**src/rtl/coin_input_conditioner_pkg.sv**
```systemverilog
// Shared coin codes, emit-FSM encodings and default timing parameters for the
// coin front end and the vending FSM.
package coin_input_conditioner_pkg;

  localparam logic [1:0] NO_INPUT    = 2'b00;
  localparam logic [1:0] FIFTY_CENTS = 2'b01;
  localparam logic [1:0] ONE_YUAN    = 2'b10;

  localparam logic [1:0] IDLE    = 2'b00;
  localparam logic [1:0] EMIT50  = 2'b01;
  localparam logic [1:0] EMIT100 = 2'b10;
  localparam logic [1:0] GAP     = 2'b11;

  localparam int unsigned DEBOUNCE_CNT_DEF = 3;
  localparam int unsigned JAM_CNT_DEF      = 50;

endpackage

```
**src/rtl/coin_debounce.sv**
```systemverilog
// One coin sensor channel: synchronizer, debounce, arming after a clean low,
// rising-edge event and jam detection.
module coin_debounce
  import coin_input_conditioner_pkg::*;
#(
  parameter int unsigned DEBOUNCE_CNT = DEBOUNCE_CNT_DEF,
  parameter int unsigned JAM_CNT      = JAM_CNT_DEF
) (
  input  logic CP_20ms,
  input  logic Rst_async_n,
  input  logic raw,
  output logic rise,
  output logic jam
);

  localparam int unsigned DW = $clog2(DEBOUNCE_CNT + 1);
  localparam int unsigned JW = $clog2(JAM_CNT + 1);

  logic          s1;
  logic          s;
  logic          stable;
  logic          armed;
  logic          flip;
  logic [DW-1:0] db_cnt;
  logic [DW-1:0] arm_cnt;
  logic [JW-1:0] jam_cnt;

  assign flip = (s != stable) && (db_cnt == DW'(DEBOUNCE_CNT - 1));
  // Event is raised on the same edge stable flips so the top can latch it there.
  assign rise = flip && s && armed;
  assign jam  = stable && (jam_cnt == JW'(JAM_CNT));

  always_ff @(posedge CP_20ms or negedge Rst_async_n) begin
    if (!Rst_async_n) begin
      s1      <= 1'b0;
      s       <= 1'b0;
      stable  <= 1'b0;
      armed   <= 1'b0;
      db_cnt  <= '0;
      arm_cnt <= '0;
      jam_cnt <= '0;
    end else begin
      s1 <= raw;
      s  <= s1;

      if (s != stable) begin
        if (flip) begin
          stable <= s;
          db_cnt <= '0;
        end else begin
          db_cnt <= db_cnt + DW'(1);
        end
      end else begin
        db_cnt <= '0;
      end

      // Arming needs DEBOUNCE_CNT consecutive low samples; this coincides with
      // a debounced fall when the coin was held through reset.
      if (!armed) begin
        if (s) begin
          arm_cnt <= '0;
        end else if (arm_cnt == DW'(DEBOUNCE_CNT - 1)) begin
          armed   <= 1'b1;
          arm_cnt <= '0;
        end else begin
          arm_cnt <= arm_cnt + DW'(1);
        end
      end

      if (!stable) begin
        jam_cnt <= '0;
      end else if (jam_cnt != JW'(JAM_CNT)) begin
        jam_cnt <= jam_cnt + JW'(1);
      end
    end
  end

endmodule

```
**src/rtl/coin_input_conditioner.sv**
```systemverilog
// Turns two bouncing coin sensors into single-cycle coin codes separated by
// idle cycles, with jam and lost-event flags.
module coin_input_conditioner
  import coin_input_conditioner_pkg::*;
#(
  parameter int unsigned DEBOUNCE_CNT = DEBOUNCE_CNT_DEF,
  parameter int unsigned JAM_CNT      = JAM_CNT_DEF
) (
  input  logic       CP_20ms,
  input  logic       Rst_async_n,
  input  logic       coin_50_raw,
  input  logic       coin_100_raw,
  output logic [1:0] X,
  output logic       jam_50,
  output logic       jam_100,
  output logic       lost_evt
);

  logic       rise_50;
  logic       rise_100;
  logic       pend_50;
  logic       pend_100;
  logic       take_50;
  logic       take_100;
  logic [1:0] state;

  coin_debounce #(.DEBOUNCE_CNT(DEBOUNCE_CNT), .JAM_CNT(JAM_CNT)) u_ch50 (
    .CP_20ms     (CP_20ms),
    .Rst_async_n (Rst_async_n),
    .raw         (coin_50_raw),
    .rise        (rise_50),
    .jam         (jam_50)
  );

  coin_debounce #(.DEBOUNCE_CNT(DEBOUNCE_CNT), .JAM_CNT(JAM_CNT)) u_ch100 (
    .CP_20ms     (CP_20ms),
    .Rst_async_n (Rst_async_n),
    .raw         (coin_100_raw),
    .rise        (rise_100),
    .jam         (jam_100)
  );

  assign take_50  = (state == IDLE) && pend_50;
  assign take_100 = (state == IDLE) && !pend_50 && pend_100;

  always_ff @(posedge CP_20ms or negedge Rst_async_n) begin
    if (!Rst_async_n) begin
      state    <= IDLE;
      X        <= NO_INPUT;
      pend_50  <= 1'b0;
      pend_100 <= 1'b0;
      lost_evt <= 1'b0;
    end else begin
      // A pending bit consumed on this edge frees the slot for a new rise.
      pend_50  <= rise_50  | (pend_50  & ~take_50);
      pend_100 <= rise_100 | (pend_100 & ~take_100);
      if ((rise_50 && pend_50 && !take_50) || (rise_100 && pend_100 && !take_100))
        lost_evt <= 1'b1;

      case (state)
        IDLE: begin
          if (take_50) begin
            state <= EMIT50;
            X     <= FIFTY_CENTS;
          end else if (take_100) begin
            state <= EMIT100;
            X     <= ONE_YUAN;
          end else begin
            X     <= NO_INPUT;
          end
        end
        EMIT50, EMIT100: begin
          state <= GAP;
          X     <= NO_INPUT;
        end
        GAP: begin
          state <= IDLE;
          X     <= NO_INPUT;
        end
        default: begin
          state <= IDLE;
          X     <= NO_INPUT;
        end
      endcase
    end
  end

endmodule

```
**config.mk**
```make
export PLATFORM = sky130hd
export DESIGN_NAME = coin_input_conditioner
export DESIGN_NICKNAME = d
export VERILOG_FILES = /design/src/rtl/coin_input_conditioner_pkg.sv /design/src/rtl/coin_debounce.sv /design/src/rtl/coin_input_conditioner.sv
export SDC_FILE = /design/constraint.sdc
export NUM_CORES = 1
export LEC_CHECK = 0
export ABC_CLOCK_PERIOD_IN_PS = 1500
export BUFFER_PORTS_ARGS = -buffer_cell sky130_fd_sc_hd__clkbuf_2
export CAP_MARGIN = 20
export CORE_ASPECT_RATIO = 1.25
export CORE_MARGIN = 10
export CORE_UTILIZATION = 58
export DETAILED_ROUTE_END_ITERATION = 8
export GPL_TIMING_DRIVEN = 0
export PLACE_DENSITY = 0.78
export SYNTH_ARGS = -nofsm -noshare
export SYNTH_HDL_FRONTEND = slang
export SYNTH_HIERARCHICAL = 1
export SYNTH_SLANG_ARGS = --single-unit
```
**constraint.sdc**
```tcl
create_clock -name CP_20ms -period 1.5 [get_ports CP_20ms]
set_input_delay 0.15 -clock CP_20ms [delete_from_list [all_inputs] [get_ports CP_20ms]]
set_output_delay 0.15 -clock CP_20ms [all_outputs]
set_load 0.01 [all_outputs]
```
**Word-level counts from Yosys, hierarchy flattened**

Index checks and enable logic that the tools add are counted.

- Register bits after elaboration: 35
- Input bits: 4

- Add/subtract/negate cells: 6
- Eq/ne operators: 16
- Multiplexer cells: 24
- Bitwise gates (word level): 6
- Reductions and logical operators: 24

Operators by type and width:

| operator | count |
|---|---|
| $mux 2 | 12 |
| $mux 6 | 4 |
| $logic_and 1x1->1 | 15 |
| $add 6x1->6 const B | 2 |
| $eq 2x2->1 const B | 6 |
| $eq 6x6->1 const B | 2 |
| $ne 6x6->1 const B | 2 |
| $add 2x1->2 const B | 4 |
| $mux 1 | 6 |
| $pmux 2 s3 | 1 |
| $ne 2x2->1 const B | 2 |
| $pmux 2 s2 | 1 |
| $reduce_and 2->1 | 2 |
| $logic_not 1->1 | 3 |
| $ne 3x3->1 const B | 1 |
| $reduce_or 3->1 | 1 |
| $and 1x1->1 | 2 |
| $eq 2x1->1 const B | 1 |
| $logic_not 2->1 | 1 |
| $ne 1x1->1 | 2 |
| $not 1->1 | 2 |
| $or 1x1->1 | 2 |
| $reduce_or 2->1 | 1 |
| $logic_or 1x1->1 | 1 |

**Logic depth before layout (Yosys ltp)**

Gate-level depths: netlist of run 1.

- Word-level depth: 7
- Mapped depth: 5
- Mapped depth without buffers: 5

**Cells and area by module**

The synthesis of run 1 kept the hierarchy.

By module, submodules not included:

| module | times used | cells an instance | area each (µm²) |
|---|---|---|---|
| coin_debounce | 2 | 52 | 618.1 |
| coin_input_conditioner | 1 | 33 | 332.8 |

**Least setup slack after synthesis of run 1**

Ideal clock, no wire load.

- Path type: reg-to-reg
- Start point: register u_ch100.jam_cnt[0]
- End point: register u_ch100.jam_cnt[0]
- Arrival: 1.229 ns
- Required time: 1.380 ns
- Path slack: 0.151 ns
- Cell stages (with the launch flop): 6
- Buffers on the path: 0
- Period minus slack after synthesis: 1.349 ns
- Path through: dfrtp_1 > inv_1 > ha_1 > nand4b_1 > or3_1 > and3_1

- Longest elaborated chain between the ends: 3
- Elaborated cells on any way between the ends: 5
- Those cells by class: add/sub (1); eq/ne (2); mux (2)

RTL lines:

| what | line | text |
|---|---|---|
| start, declared | coin_debounce.sv:26 | `logic [JW-1:0] jam_cnt;` |
| start signal, assigned | coin_debounce.sv:73 | `jam_cnt <= jam_cnt + JW'(1);` |
| $add 6x1->6 | coin_debounce.sv:73 |  |
| $mux 6 | coin_debounce.sv:72 | `end else if (jam_cnt != JW'(JAM_CNT)) begin` |
| $mux 6 | coin_debounce.sv:70 | `if (!stable) begin` |

Several ways; a longest one is shown, not always the timed one. The select of a mux whose other input is x is not followed.
A chain may end at the register's enable or synchronous reset.

**Final worst setup path of run 1**

- Start point: register u_ch100.jam_cnt[0]
- End point: output port jam_100

- Longest elaborated chain between the ends: 2

RTL lines:

| what | line | text |
|---|---|---|
| $eq 6x6->1 | coin_debounce.sv:31 | `assign jam = stable && (jam_cnt == JW'(JAM_CNT));` |
| $logic_and 1x1->1 | coin_debounce.sv:31 |  |
| end, declared | coin_input_conditioner.sv:15 | `output logic jam_100,` |

Every way passes these cells.

==> results.py, run 1 <==
metrics = {
    "die": {
        "io_pins": 9,
        "die_area_sq_mm": 0.005199,
        "fp.dieH_microns": 78.15,
        "start_util": 0.5971,
        "die_width_microns": 66.52,
        "core_area_sq_mm": 0.002628,
        "rows": 21,
    },
    "synthesis": {
        "synth_top_flop_cell": "dfrtp_1",
        "syn_area_sq_mm": 0.001569,
        "synth_fp_nets": 147,
        "ys.warnings.count": 6,
        "synthCells": 137,
        "async_reset_ff_frac": 1.000,
        "synth_seq_area_share": 0.5582,
        "synth_edf_count": 0,
        "ys_types": 33,
        "avgSynthCellArea_sq_um": 11.45,
        "synth-seq-cells": 35,
    },
    "detailed_routing": {
        "ant_nets": 0,
        "vias": 1094,
        "drtIter0Drc": 49,
        "firstDrtPassIters": 4,
        "wl_per_cell_microns": 13.98,
        "totalWireLength_microns": 2768,
        "viasPerCell": 5.525,
        "drc": 0,
    },
    "sta": {
        "max_slew.worst_pin.slew_ns": 0.8456,
        "drv_slew": 0,
        "final-hold-violation-count": 0,
        "whs_ns": 0.3574,
        "max_freq_mhz": 631.3,
        "period_share": 1.056,
        "setup_ws_ns": -0.08397,
        "fin_crit_ns": 1.584,
        "relSlewSlack": 0.4363,
        "fin_skew_ns": 0.01202,
        "rsz0062_at_grt": "yes",
        "finalSetupViolations": 4,
    },
    "final_layout": {
        "syn_to_final_growth_pct": 15.71,
        "post-route-util": 0.6910,
        "final_cell_mix": "dfrtp_1, buf_4, nand2_1, nor2_1, o21ai_0",
        "final_area_sq_mm": 0.001815,
        "regArea_sq_um": 875.8,
        "antennaDiodeCount": 0,
        "fillCellCount": 202,
        "drive_gt1_frac": 0.2317,
        "fin_nets": 174,
        "multi_input_area_sq_um": 665.6,
        "final_common_cell": "dfrtp_1",
    },
    "setup_path": {
        "worstPathCellList": "inv_1 -> ha_1 -> nand4b_1 -> nor3b_2 -> buf_2",
        "slowest_delay_ns": 0.40,
        "critical_path.max_fanout": 2,
        "slowest_stage": "dfrtp_1",
        "cp_data_required_time_ns": 1.35,
        "start_kind": "register",
        "crit_type": "register to output port",
        "arrival_ns": 1.43,
        "endpoint_kind": "output port",
    },
    "outcome": {
        "violations": "negative setup slack",
        "status": "finished with violations",
    },
    "global_route": {
        "grt_max_degree": 36,
        "grt_pass1_wl_microns": 4712,
        "grt_overflow_total": 0,
        "first_global_vias": 1090,
        "grt_use_total": 0.1156,
        "antenna_found_initial": 0,
    },
    "clock_tree": {
        "worst_skew_pair.late_latency_ns": 0.34,
        "htreeDepth": 2,
        "cts.sinks": 35,
        "cts_tree": "yes",
        "cts_inserted_buffers": 5,
        "clk_pin_slew_ns": 0.10,
        "cts_root_buffer": "clkbuf_4",
        "cts_buffer_depth": 2,
    },
    "placement": {
        "gp_congestion": 0.7033,
        "hpwl_microns": 1822,
        "dp_slack_ns": -0.01350,
        "placed_area_sq_mm": 0.001652,
        "port-buffer-count": 8,
    },
    "pwr": {
        "p_per_area_mw_per_mm2": 1594,
        "peakVddDrop_mv": 1.034,
        "power_leakage_uw": 0.0008529,
    },
    "job": {
        "drv_cap": 0,
    },
    "hold_path": {
        "min_path_type": "register to register",
    },
}
[routing by layer]
layer / share of wire / GRT usage / wire, microns
met1: 0.43 / 0.1286 / 1196
met2: 0.51 / 0.1910 / 1401
met3: 0.046 / 0.04688 / 126
met4: 0.016 / 0.04412 / 44
met5: 0 / 0 / 0
[cells by family (layout without fill, tap and decap cells)]
family | count (synthesis) | after routing | share of synthesized area
compound gates | 23 | 23 | 0.1077
xor+xnor | 6 | 6 | 0.03349
fa+ha+maj | 6 | 6 | 0.04785
buf+inv | 8 | 35 | 0.02392
flops | 35 | 35 | 0.5582
mux | 2 | 2 | 0.01435
simple gates | 57 | 57 | 0.2145
[Yosys cell counts, types with 2 or more instances]
cell / count / area share
o311a_2: 2 / 0.014
inv_1: 6 / 0.014
a21o_1: 4 / 0.019
and3_1: 2 / 0.0080
nand2b_1: 4 / 0.016
nor2_1: 10 / 0.024
nand3_1: 2 / 0.0064
nand3b_1: 2 / 0.0096
nand2_1: 10 / 0.024
o21ai_0: 9 / 0.029
nor3b_1: 4 / 0.019
nor3_1: 4 / 0.013
nand3_2: 2 / 0.013
dfrtp_1: 35 / 0.56
or4b_1: 2 / 0.013
ha_1: 6 / 0.048
or3_1: 2 / 0.0080
a21boi_0: 2 / 0.0096
nor4b_1: 2 / 0.011
and2_1: 4 / 0.016
xnor2_1: 6 / 0.033
or2b_1: 2 / 0.0096
mux2_2: 2 / 0.014
buf_4: 2 / 0.0096
a22o_1: 2 / 0.011
nand4b_1: 2 / 0.011
[metrics by stage]
step            TNS, ns  instances  power, uW
2_1_floorplan         0        137       2078
3_3_place_gp          0        179       2214
3_5_place_dp   -0.01818        179       2307
4_1_cts         -0.2531        195       2884
5_1_grt         -0.4986        198       3115
6_report        -0.1701        198       2894
[flip-flops by register name, summed over array words and instances, names as in the netlist, 2 cells and up]
signal,flops
u_ch50/jam_cnt,6
u_ch100/db_cnt,2
u_ch100/jam_cnt,6
state,2
X,2
u_ch100/arm_cnt,2
u_ch50/db_cnt,2
u_ch50/arm_cnt,2
[what timing repair did]
action                                  4_1_cts  5_1_grt
gates resized for setup                       1        3
buffers inserted                              6        3
endpoints found under the setup margin        4        4
gates cloned                                  0        0
hold buffers                                  3        0
endpoints found under the hold margin        37        0
pin swaps                                     1        3
[critical path, delay by kind of cell, from the launching register on]
family | cells | cell delay [ns]
flip-flops | 1 | 0.40
AND/OR/NAND/NOR | 2 | 0.35
buffers and inverters | 2 | 0.21
adder cells (fa/ha/maj) | 1 | 0.14
[where the power goes]
part           leakage (uW)  internal, uW  total [uW]  switching (uW)
logic              0.000369           522         999             478
registers          0.000449          1190        1380             195
clock network     0.0000341           217         512             295
[area by class of cell]
type,count,share of cell area
buffer,2,0.008270
clock buffer,6,0.02826
clock inverter,1,0.002757
inverter,6,0.01241
multi-input combinational,94,0.3666
sequential,35,0.4824
tap,34,0.02343
timing repair buffer,20,0.07581
[final timing paths]
path / endpoint / slack [ns] / cells past startpoint / start
min in group asynchronous: u_ch50/jam_cnt[4] / 0.44 / 2 / Rst_async_n
min: u_ch50/s / 0.36 / 0 / u_ch50/s1
max in group asynchronous: X[1] / 0.52 / 2 / Rst_async_n
max: jam_100 / -0.08 / 5 / u_ch100/jam_cnt[0]
max reg2reg: u_ch50/jam_cnt[0] / -0.01 / 6 / u_ch50/jam_cnt[0]
min reg2reg: u_ch50/s / 0.36 / 0 / u_ch50/s1
No activity file was read; power rests on OpenSTA's default activity.
==> run 2, diff against run 1 <==
--- a/config.mk
+++ b/config.mk
@@ -9,11 +9,12 @@
 export BUFFER_PORTS_ARGS = -buffer_cell sky130_fd_sc_hd__clkbuf_2
 export CAP_MARGIN = 20
 export CORE_ASPECT_RATIO = 1.25
-export CORE_MARGIN = 10
 export CORE_UTILIZATION = 58
+export CTS_CLUSTER_DIAMETER = 120
 export DETAILED_ROUTE_END_ITERATION = 8
 export GPL_TIMING_DRIVEN = 0
 export PLACE_DENSITY = 0.78
+export SLEW_MARGIN = 15
 export SYNTH_ARGS = -nofsm -noshare
 export SYNTH_HDL_FRONTEND = slang
 export SYNTH_HIERARCHICAL = 1
==> run 2 against run 1 <==
Compared with the run above: via count rose by 0.73%; global-route usage grew 10 points; count of clock-buffer cells in the layout increased by 2; critical endpoint unchanged; wire length is 1.8% lower; flip-flop and latch count is the same; largest cell class unchanged; the flow still finishes with violations (negative setup slack); highest routed layer unchanged; critical path depth did not move.
==> results.py, run 2 (synthesis gave the netlist of run 1 again) <==
metrics = {
    "outcome": {
        "status": "finished with violations",
        "violations": "negative setup slack",
    },
    "placement": {
        "port-buffer-count": 8,
        "dp.cells": 178,
        "dp_slack_ns": 0.02015,
        "hpwl_microns": 1720,
        "gp_congestion": 0.7787,
    },
    "detailed_routing": {
        "wl_per_cell_microns": 13.73,
        "firstDrtPassIters": 4,
        "viasPerCell": 5.566,
        "drc": 0,
        "ant_nets": 0,
        "drtIter0Drc": 41,
        "totalWireLength_microns": 2718,
        "vias": 1102,
    },
    "setup_path": {
        "ff2ff_setup_slack_ns": -0.11,
        "regToRegEndpoint": "u_ch100/jam_cnt[0]",
        "critical_path.max_fanout": 2,
        "reg2regPathDepth": 6,
        "critical_path_cell_count": 5,
        "path_buf_inv": 2,
        "path_delay_family": "flip-flops",
        "cp-endpoint": "jam_100",
        "start_kind": "register",
        "crit_type": "register to output port",
        "cp_data_required_time_ns": 1.35,
        "slowest_stage": "dfrtp_1",
        "rr_startpoint": "u_ch100/jam_cnt[0]",
        "critical_path.startpoint": "u_ch100/jam_cnt[0]",
        "arrival_ns": 1.48,
        "slowest_delay_ns": 0.41,
        "worstPathCellList": "inv_1 -> ha_1 -> nand4b_1 -> nor3b_2 -> buf_2",
        "endpoint_kind": "output port",
    },
    "global_route": {
        "first_global_vias": 1090,
        "grt_max_degree": 36,
        "grt_use_total": 0.2195,
        "grt_overflow_total": 0,
        "antenna_found_initial": 0,
        "grt_pass1_wl_microns": 4671,
    },
    "sta": {
        "finalSetupViolations": 4,
        "setup_tns_ns": -0.3676,
        "fin_skew_ns": 0.01201,
        "period_share": 1.087,
        "rsz0062_at_grt": "yes",
        "drv_slew": 0,
        "max_slew.worst_pin.slew_ns": 0.8442,
        "whs_ns": 0.3566,
        "final-hold-violation-count": 0,
        "fin_crit_ns": 1.631,
        "setup_ws_ns": -0.1311,
        "relSlewSlack": 0.4372,
        "max_freq_mhz": 613.1,
    },
    "clock_tree": {
        "worst_skew_pair.late_latency_ns": 0.33,
        "cts_inserted_buffers": 5,
        "cts_tree": "yes",
        "cts_root_buffer": "clkbuf_4",
        "htreeDepth": 2,
        "cts_buffer_depth": 2,
        "cts.sinks": 35,
        "clk_pin_slew_ns": 0.10,
    },
    "final_layout": {
        "instances_no_fill": 198,
        "drive_gt1_frac": 0.2303,
        "multi_input_area_sq_um": 665.6,
        "final_common_cell": "dfrtp_1",
        "fin_nets": 174,
        "reg_top3": "u_ch100/jam_cnt: 6 flops, u_ch50/jam_cnt: 6 flops",
        "fillCellCount": 185,
        "final_cell_mix": "dfrtp_1, nand2_1, nor2_1, buf_4, o21ai_0",
        "antennaDiodeCount": 0,
        "regArea_sq_um": 875.8,
        "syn_to_final_growth_pct": 17.22,
    },
    "die": {
        "die_area_sq_mm": 0.002918,
        "fp.dieH_microns": 60.15,
        "rows": 20,
        "io_pins": 9,
        "start_util": 0.6270,
        "core_area_sq_mm": 0.002502,
        "die_width_microns": 48.52,
    },
    "pwr": {
        "peakVddDrop_mv": 1.086,
        "power_leakage_uw": 0.0008630,
        "p_per_area_mw_per_mm2": 1593,
        "p_total_uw": 2929,
    },
    "job": {
        "drv_cap": 0,
    },
    "hold_path": {
        "min_path_type": "register to register",
    },
}
## run 2: cell types whose count changed in the layout (fill, tap and decap cells not counted)
| cell | previous run | this run |
|---|---|---|
| buf_12 | 0 | 1 |
| buf_4 | 11 | 10 |
| clkbuf_1 | 0 | 1 |
| clkbuf_8 | 1 | 2 |
| clkinv_2 | 1 | 0 |
## run 2: cell type report
type,count,share of cell area
multi-input combinational,94,0.3619
sequential,35,0.4762
tap,33,0.02245
buffer,2,0.008163
inverter,6,0.01224
timing repair buffer,20,0.08163
clock buffer,8,0.03742
## run 2: report_power, final
group,total [uW],leakage (uW),switching (uW),internal [uW]
clock network,569,0.0000386,293,276
registers,1390,0.000449,202,1190
logic,971,0.000375,464,506
## run 2: worst min-delay path by stage
stage	slack (ns)	from	endpoint	cells after the start
floorplan	-0.15	Rst_async_n	X[0]	0
global placement	0.26	coin_50_raw	u_ch50/s1	1
detailed placement	0.26	coin_100_raw	u_ch100/s1	1
CTS	0.36	u_ch50/s1	u_ch50/s	0
global route	0.37	u_ch50/s1	u_ch50/s	0
finish	0.36	u_ch50/s1	u_ch50/s	0
## run 2: timing repair
item	CTS	global route
resized for setup	1	3
endpoints found under the hold margin	37	0
setup endpoints to repair	3	6
buffers inserted	5	4
pin swaps	0	1
hold buffers	3	0
## run 2: routing by layer
| metal | GRT usage | wire, microns |
|---|---|---|
| met5 | 0 | 0 |
| met3 | 0.04580 | 74 |
| met4 | 0.1134 | 40 |
| met1 | 0.2421 | 1164 |
| met2 | 0.4044 | 1438 |
## run 2: stage by stage
step	cell area, sq um	util
detailed placement	1650	0.6595
global placement	1650	0.6595
finish	1839	0.7350
CTS	1804	0.7210
floorplan	1569	-
global route	1839	0.7350
==> run 3, diff against run 2 <==
--- a/config.mk
+++ b/config.mk
@@ -14,6 +14,7 @@
 export DETAILED_ROUTE_END_ITERATION = 8
 export GPL_TIMING_DRIVEN = 0
 export PLACE_DENSITY = 0.78
+export SKIP_LAST_GASP = 1
 export SLEW_MARGIN = 15
 export SYNTH_ARGS = -nofsm -noshare
 export SYNTH_HDL_FRONTEND = slang
==> run 3 against run 2 <==
Compared with the run above: sequential power about the same; hold slack unchanged; the run still ends with negative setup slack left; critical path type unchanged; largest power group unchanged; critical endpoint unchanged; largest cell class unchanged; maximum frequency shrank 0.58%.
==> results.py, run 3 (synthesis gave the netlist of run 1 again) <==
metrics = {
    "final_layout": {
        "final_common_cell": "dfrtp_1",
        "reg_top3": "u_ch100/jam_cnt: 6 flops, u_ch50/jam_cnt: 6 flops",
        "fin_nets": 174,
        "final_cell_mix": "dfrtp_1, nand2_1, nor2_1, buf_4, o21ai_0",
        "antennaDiodeCount": 0,
        "final_area_sq_mm": 0.001839,
        "drive_gt1_frac": 0.2303,
        "syn_to_final_growth_pct": 17.22,
    },
    "placement": {
        "port-buffer-count": 8,
        "hpwl_microns": 1720,
        "gp_congestion": 0.7787,
        "placed_area_sq_mm": 0.001650,
        "dp_slack_ns": 0.02015,
    },
    "job": {
        "drv_cap": 0,
    },
    "setup_path": {
        "critical_path.max_fanout": 2,
        "ff2ff_setup_slack_ns": -0.11,
        "path_delay_family": "flip-flops",
        "start_kind": "register",
        "crit_type": "register to output port",
        "regToRegEndpoint": "u_ch100/jam_cnt[0]",
        "slowest_stage": "dfrtp_1",
        "cp_data_required_time_ns": 1.35,
        "reg2regPathDepth": 6,
        "worstPathCellList": "inv_1 -> ha_1 -> nand4b_1 -> nor3b_2 -> clkbuf_2",
        "arrival_ns": 1.49,
        "rr_startpoint": "u_ch100/jam_cnt[0]",
        "path_buf_inv": 2,
        "endpoint_kind": "output port",
        "slowest_delay_ns": 0.41,
    },
    "detailed_routing": {
        "wl_per_cell_microns": 13.73,
        "ant_nets": 0,
        "vias": 1102,
        "drc": 0,
        "drtIter0Drc": 41,
        "viasPerCell": 5.566,
        "firstDrtPassIters": 4,
        "totalWireLength_microns": 2718,
    },
    "sta": {
        "period_share": 1.094,
        "drv_slew": 0,
        "rsz0062_at_grt": "yes",
        "final-hold-violation-count": 0,
        "max_freq_mhz": 609.5,
        "fin_skew_ns": 0.01201,
        "fin_crit_ns": 1.641,
        "finalSetupViolations": 4,
        "relSlewSlack": 0.4372,
        "max_slew.worst_pin.slew_ns": 0.8442,
        "whs_ns": 0.3566,
        "setup_tns_ns": -0.3772,
        "setup_ws_ns": -0.1406,
    },
    "die": {
        "die_width_microns": 48.52,
        "io_pins": 9,
        "rows": 20,
        "start_util": 0.6270,
        "core_area_sq_mm": 0.002502,
        "die_area_sq_mm": 0.002918,
        "fp.dieH_microns": 60.15,
    },
    "pwr": {
        "peakVddDrop_mv": 1.086,
        "p_per_area_mw_per_mm2": 1593,
        "power_leakage_uw": 0.0008621,
        "p_total_uw": 2929,
    },
    "global_route": {
        "antenna_found_initial": 0,
        "grt_pass1_wl_microns": 4671,
        "first_global_vias": 1090,
        "grt_overflow_total": 0,
        "grt_use_total": 0.2195,
        "grt_max_degree": 36,
    },
    "clock_tree": {
        "cts_tree": "yes",
        "worst_skew_pair.late_latency_ns": 0.33,
        "cts_root_buffer": "clkbuf_4",
        "cts.sinks": 35,
        "cts_inserted_buffers": 5,
        "htreeDepth": 2,
        "cts_buffer_depth": 2,
        "clk_pin_slew_ns": 0.10,
    },
    "hold_path": {
        "hold_path_depth": 0,
        "min_path_type": "register to register",
        "worstHoldEndpoint": "u_ch50/s",
        "min_from": "u_ch50/s1",
    },
    "outcome": {
        "status": "finished with violations",
        "violations": "negative setup slack",
    },
}
## run 3: cell types whose count changed in the layout (fill, tap and decap cells not counted)
cell	previous run	this run
buf_2	2	1
clkbuf_2	6	7
## run 3: where the power goes
part / switching (uW) / internal (uW) / leakage [uW]
registers: 202 / 1190 / 0.000449
clock network: 293 / 276 / 0.0000386
logic: 464 / 506 / 0.000374
## run 3: per-stage QoR
stage,cells,util
2_1_floorplan,137,-
3_3_place_gp,178,0.6595
3_5_place_dp,178,0.6595
4_1_cts,194,0.7210
5_1_grt,198,0.7350
6_report,198,0.7350
## run 3: layout make-up
type	count	area, sq um
Sequential cell	35	875.8
Multi-Input combinational cell	94	665.6
Fill cell	185	663.1
Timing Repair Buffer	20	150.1
Clock buffer	8	68.82
Tap cell	33	41.29
Inverter	6	22.52
Buffer	2	15.01
## run 3: worst max-delay path by stage
stage | from | end | slack [ns] | cells after the start
5_1_grt | u_ch100/jam_cnt[0] | jam_100 | -0.22 | 5
6_report | u_ch100/jam_cnt[0] | jam_100 | -0.14 | 5
4_1_cts | u_ch100/jam_cnt[0] | jam_100 | -0.14 | 5
2_1_floorplan | u_ch100/jam_cnt[0] | u_ch100/jam_cnt[0] | 0.15 | 5
3_5_place_dp | u_ch50/jam_cnt[0] | u_ch50/jam_cnt[0] | 0.02 | 5
3_3_place_gp | u_ch50/jam_cnt[0] | u_ch50/jam_cnt[0] | 0.06 | 5
## run 3: timing repair
item,4_1_cts,5_1_grt
pin swaps,0,1
hold buffers,3,0
endpoints found under the setup margin,3,6
setup buffers,5,4
gates resized for setup,1,2
endpoints found under the hold margin,37,0
## run 3: metal layers
metal,vias to the layer above,track usage,part of all wire
met5,-,0,0
met2,18,0.4044,0.53
met3,5,0.04580,0.027
met4,0,0.1134,0.015
li1,531,-,-
met1,548,0.2421,0.43
